**src/rtl/memoria_arbitro.sv**
```systemverilog
// Two-port round-robin arbiter in front of a single-port synchronous memory.
// After reset it clears every memory word, then grants one request per cycle.
module memoria_arbitro #(
  parameter int DATA_WIDTH = 8,
  parameter int ADDR_WIDTH = 8
) (
  input  logic                  clk,
  input  logic                  reset_L,
  input  logic                  req_a,
  input  logic                  we_a,
  input  logic [ADDR_WIDTH-1:0] addr_a,
  input  logic [DATA_WIDTH-1:0] data_a,
  input  logic                  req_b,
  input  logic                  we_b,
  input  logic [ADDR_WIDTH-1:0] addr_b,
  input  logic [DATA_WIDTH-1:0] data_b,
  output logic                  gnt_a,
  output logic                  gnt_b,
  output logic                  rvalid_a,
  output logic                  rvalid_b,
  output logic [DATA_WIDTH-1:0] rdata_a,
  output logic [DATA_WIDTH-1:0] rdata_b,
  output logic [ADDR_WIDTH-1:0] mem_addr,
  output logic [DATA_WIDTH-1:0] mem_data,
  output logic                  mem_we,
  input  logic [DATA_WIDTH-1:0] mem_q,
  output logic                  init_done,
  output logic                  state_dbg
);

  // Handshake: req_x stays high until gnt_x; an access is accepted in exactly
  // the cycle where req_x && gnt_x, and gnt_x is decided combinationally that cycle.
  typedef enum logic {S_INIT = 1'b0, S_ARB = 1'b1} state_t;

  localparam logic [ADDR_WIDTH-1:0] CNT_ONE = {{(ADDR_WIDTH-1){1'b0}}, 1'b1};

  state_t                  state_q, state_d;
  logic [ADDR_WIDTH-1:0]   cnt_q, cnt_d;
  logic                    last_b_q, last_b_d;
  logic                    rvalid_a_q, rvalid_a_d;
  logic                    rvalid_b_q, rvalid_b_d;

  always_ff @(posedge clk or negedge reset_L) begin
    if (!reset_L) begin
      state_q    <= S_INIT;
      cnt_q      <= '0;
      last_b_q   <= 1'b1;
      rvalid_a_q <= 1'b0;
      rvalid_b_q <= 1'b0;
    end else begin
      state_q    <= state_d;
      cnt_q      <= cnt_d;
      last_b_q   <= last_b_d;
      rvalid_a_q <= rvalid_a_d;
      rvalid_b_q <= rvalid_b_d;
    end
  end

  always_comb begin
    state_d    = state_q;
    cnt_d      = cnt_q;
    last_b_d   = last_b_q;
    rvalid_a_d = 1'b0;
    rvalid_b_d = 1'b0;
    case (state_q)
      S_INIT: begin
        // Counter wraps to zero on the last clear write.
        cnt_d = cnt_q + CNT_ONE;
        if (cnt_q == {ADDR_WIDTH{1'b1}}) state_d = S_ARB;
      end
      S_ARB: begin
        if (gnt_a) begin
          last_b_d   = 1'b0;
          rvalid_a_d = ~we_a;
        end else if (gnt_b) begin
          last_b_d   = 1'b1;
          rvalid_b_d = ~we_b;
        end
      end
      default: state_d = S_INIT;
    endcase
  end

  always_comb begin
    gnt_a    = 1'b0;
    gnt_b    = 1'b0;
    mem_we   = 1'b0;
    mem_addr = '0;
    mem_data = '0;
    if (state_q == S_ARB) begin
      // On contention the port that was not granted last wins.
      gnt_a = req_a & (~req_b | last_b_q);
      gnt_b = req_b & (~req_a | ~last_b_q);
    end
    if (state_q == S_INIT && reset_L) begin
      mem_we   = 1'b1;
      mem_addr = cnt_q;
    end else if (gnt_a) begin
      mem_we   = we_a;
      mem_addr = addr_a;
      mem_data = data_a;
    end else if (gnt_b) begin
      mem_we   = we_b;
      mem_addr = addr_b;
      mem_data = data_b;
    end
  end

  assign rvalid_a  = rvalid_a_q;
  assign rvalid_b  = rvalid_b_q;
  assign rdata_a   = rvalid_a_q ? mem_q : '0;
  assign rdata_b   = rvalid_b_q ? mem_q : '0;
  assign init_done = (state_q == S_ARB);
  assign state_dbg = (state_q == S_ARB);

endmodule

```
**config.mk**
```make
export PLATFORM = sky130hd
export DESIGN_NAME = memoria_arbitro
export DESIGN_NICKNAME = d
export VERILOG_FILES = /design/src/rtl/memoria_arbitro.sv
export SDC_FILE = /design/constraint.sdc
export NUM_CORES = 1
export LEC_CHECK = 0
export CORE_ASPECT_RATIO = 0.8
export CORE_MARGIN = 2
export CORE_UTILIZATION = 33
export CTS_CLUSTER_SIZE = 8
export DETAILED_ROUTE_END_ITERATION = 12
export GPL_ROUTABILITY_DRIVEN = 0
export GPL_TIMING_DRIVEN = 1
export PLACE_DENSITY = 0.9
export SETUP_SLACK_MARGIN = 0.1
export SLEW_MARGIN = 20
export SYNTH_ARGS = -nofsm -noshare
export SYNTH_HDL_FRONTEND = slang
export SYNTH_SLANG_ARGS = --single-unit
```
**constraint.sdc**
```tcl
create_clock -name clk -period 3 [get_ports clk]
set_input_delay 0.3 -clock clk [delete_from_list [all_inputs] [get_ports clk]]
set_output_delay 0.3 -clock clk [all_outputs]
set_load 0.01 [all_outputs]
```
==> metrics.log <==
[metrics] run status: completed
[metrics] Final WS setup: 0.421 ns
[metrics] Final Hold Fails: 0
[metrics] number of H-tree levels: 1
[metrics] cells traversed along the worst timing path: nand2_2 > a21oi_4 > a22o_1 > clkdlybuf4s50_1
[metrics] Skew-Pair Late Insertion Delay: 0.27 ns
[metrics] cts-stage hold buffer count: 0
[metrics] Site Rows: 17
[metrics] synthesis-to-finish area growth: 95.8%
[metrics] final critical delay including setup and external delays: 2.58 ns
[metrics] Crit path largest cell delay: 0.61 ns
[metrics] clock tree root buffer cell: sky130_fd_sc_hd__clkbuf_4
[metrics] final antenna-violating net count: 0
[metrics] WP data required: 2.70 ns
[metrics] Worst-Margin Slew: 0.537 ns
[metrics] endpoint class of the critical path: output port
[metrics] slowest library cell on the worst path: sky130_fd_sc_hd__dfrtp_1
[metrics] iteration count of the initial detailed-routing pass: 4
[metrics] logic depth of the worst setup path including buffers: 4
[metrics] initial core utilization: 34.0%
[metrics] setup repair after global routing missed its margin: false
[metrics] Final Instance Count excl. Fillers: 214
[metrics] HPWL after detailed placement: 2.81 mm
[metrics] register clock-pin slew on the reported worst setup and hold paths: 0.08 ns
[metrics] Layout Nets: 224
[metrics] Final Slew Violations: 0
[metrics] post-DR wirelength/cell: 16.1 um
[metrics] number of register bits inferred by synthesis: 12
[metrics] slew margin rel.: 64.1%
[metrics] aggregate routed wire length: 3.44 mm
[metrics] first-pass GRT wire length: 5.31 mm
[metrics] share of post-route cells with drive strength above 1: 13.1%
[metrics] Netlist cell types: 28
[metrics] YS warnings: 0
[metrics] placement-stage cell area: 1780 um2
[metrics] number of buffers added for setup after CTS: 0
[metrics] sink count of the clock tree: 12
[metrics] total via count after detailed routing: 1031
[metrics] total overflow reported by the global router: 0
[metrics] Net Count, Synth: 138
[metrics] pin count of the biggest net entering global routing: 20
[metrics] core region area: 2720 um2
[metrics] sequential-to-total area share from yosys stat: 32.6%
[metrics] Critical Path Source Type: flip-flop
[metrics] worst slack on hold paths: 0.348 ns
[metrics] number of DRC violations after detailed-routing iteration 0: 12
[metrics] count of buffers inserted at the top-level ports: 84
[metrics] DRC errors left: 0
[metrics] type of the most critical hold path: input port to async pin
[metrics] summed instance area of the synthesized netlist: 926 um2
[metrics] start-to-end type of the worst setup path: flip-flop to output port
[metrics] reg2reg setup slack: 1.55 ns
[metrics] Post-Route Utilization: 66.6%
[metrics] number of ports placed on the die boundary: 85
[metrics] syn_area_per_cell: 10.2 um2
[metrics] Worst Path Arrival: 2.28 ns
[metrics] leakage power of the design: 0.753 nW
[metrics] Final Total Pwr: 0.372 mW
[metrics] sum of negative setup slack: 0 ns
[metrics] WP buf/inv: 1
[metrics] final setup vio count: 0
[metrics] power density normalized to cell area: 205 nW/um2
[metrics] number of antenna repair diodes: 0
[metrics] cts bufs inserted: 3
[metrics] cell family contributing the most delay on the critical path: compound AO/OA/AOI/OAI gates
[metrics] vias in the first global route: 1045
[metrics] dpl ws: 0.486 ns
[metrics] final worst path period share: 86.0%
[metrics] All-Layer GR Usage: 21.1%
[metrics] die outline area: 3250 um2
[metrics] Max-Cap Viols: 0
[metrics] die height: 51.4 um
[metrics] post-route cell area: 1810 um2
[metrics] Die X-Extent: 63.2 um
[metrics] initial antenna violation count: 0
[metrics] gate count after technology mapping: 91
[metrics] cell count of the worst reg-to-reg path: 3
[metrics] PostCTS Resize Cnt: 0
[metrics] endpoint of the worst register-to-register path: last_b_q
[metrics] Worst R2R Start: init_done
[metrics] maximum root-to-sink buffer count: 2
[metrics] clock skew: 0.000577 ns
[metrics] peak supply drop: 0.204 mV
[metrics] Vias/cell: 4.82
[metrics] TritonCTS clock tree: yes
[metrics] maximum clock frequency: 0.388 GHz
[metrics] count of placed standard cells including taps: 210
[metrics] maximum fanout along the worst path: 19
==> cells by family (layout without fill, tap and decap cells) <==
family | Yosys count | count (layout) | synth area share, %
simple gates | 38 | 38 | 25.9
mux | 1 | 1 | 1.22
flops | 12 | 12 | 32.6
compound gates | 23 | 23 | 25.4
fa+ha+maj | 1 | 1 | 1.35
buf+inv | 9 | 94 | 6.89
xor+xnor | 7 | 7 | 6.62
==> final cells by class <==
class                   instances  area [um2]
clock buffers                   4        36.3
inverters                       5        18.8
flip-flops and latches         12         302
fillers                       217         910
multi-input cells              70         561
well taps                      38        47.5
repair buffers                 85         848
==> flip-flops by register name (all words and copies together) (netlist names) <==
| name | count |
|---|---|
| rvalid_a | 1 |
| last_b_q | 1 |
| init_done | 1 |
| cnt_q | 8 |
| rvalid_b | 1 |
==> worst max path at each step <==
stage	to	from	slack, ns
after detailed placement	mem_we	req_a	0.49
after floorplan	mem_data[0]	init_done	1.52
after global placement	mem_addr[1]	req_a	0.56
after CTS	mem_we	init_done	0.44
final	mem_data[5]	init_done	0.42
after global routing	mem_addr[5]	init_done	0.33
==> routing by layer <==
layer	GRT usage [%]	vias to the layer above	wire, um
li1	-	497	-
met1	23.6	489	1450
met2	39.5	41	1720
met3	5.95	4	225
met4	6.16	0	40
met5	0	-	0
==> synthesized netlist by cell type <==
library cell               instances  area (um2)
sky130_fd_sc_hd__nand4_1           1        6.26
sky130_fd_sc_hd__dfstp_2           1        26.3
sky130_fd_sc_hd__ha_1              1        12.5
sky130_fd_sc_hd__a211o_2           1        10.0
sky130_fd_sc_hd__buf_8             1        15.0
sky130_fd_sc_hd__nand2_1           3        11.3
sky130_fd_sc_hd__o31ai_1           1        7.51
sky130_fd_sc_hd__o31a_2            1        10.0
sky130_fd_sc_hd__xor2_1            2        17.5
sky130_fd_sc_hd__mux2_2            1        11.3
sky130_fd_sc_hd__a211oi_1          1        7.51
sky130_fd_sc_hd__inv_1             4        15.0
sky130_fd_sc_hd__nand4b_4          1        23.8
sky130_fd_sc_hd__nand3_1           2        10.0
sky130_fd_sc_hd__o21bai_1          1        7.51
sky130_fd_sc_hd__inv_2             1        3.75
sky130_fd_sc_hd__buf_4             1        7.51
sky130_fd_sc_hd__nand2_2           2        12.5
sky130_fd_sc_hd__nor2_1            1        3.75
sky130_fd_sc_hd__a22o_1            8        70.1
sky130_fd_sc_hd__a221o_2           8        90.1
sky130_fd_sc_hd__xnor2_1           5        43.8
sky130_fd_sc_hd__a21oi_4           2        32.5
sky130_fd_sc_hd__buf_6             2        22.5
sky130_fd_sc_hd__nor2b_1           1        6.26
sky130_fd_sc_hd__and2_1           25         156
sky130_fd_sc_hd__dfrtp_1          11         275
sky130_fd_sc_hd__nor3_1            2        10.0
==> report_power, final <==
part,switching (mW),internal [mW],leakage [nW]
clock,0.0540,0.0737,0.0210
combinational,0.0218,0.0605,0.582
sequential,0,0.162,0.150
==> worst reg2reg max path, stage by stage (launching register included) <==
cell                       delay, ns
sky130_fd_sc_hd__dfrtp_1        0.61
sky130_fd_sc_hd__nand2_2        0.14
sky130_fd_sc_hd__a21oi_4        0.44
sky130_fd_sc_hd__o21bai_1       0.20
==> placed cells by master, fill, tap and decap left out, drive strengths merged, types with 2 or more instances in the layout <==
| cell | netlist | final |
|---|---|---|
| clkdlybuf4s50 | 0 | 84 |
| and2 | 25 | 25 |
| dfrtp | 11 | 11 |
| a221o | 8 | 8 |
| a22o | 8 | 8 |
| xnor2 | 5 | 5 |
| inv | 5 | 5 |
| nand2 | 5 | 5 |
| clkbuf | 0 | 4 |
| a21oi | 2 | 2 |
| nand3 | 2 | 2 |
| nor3 | 2 | 2 |
| xor2 | 2 | 2 |
(Power assumes the default switching activity.)
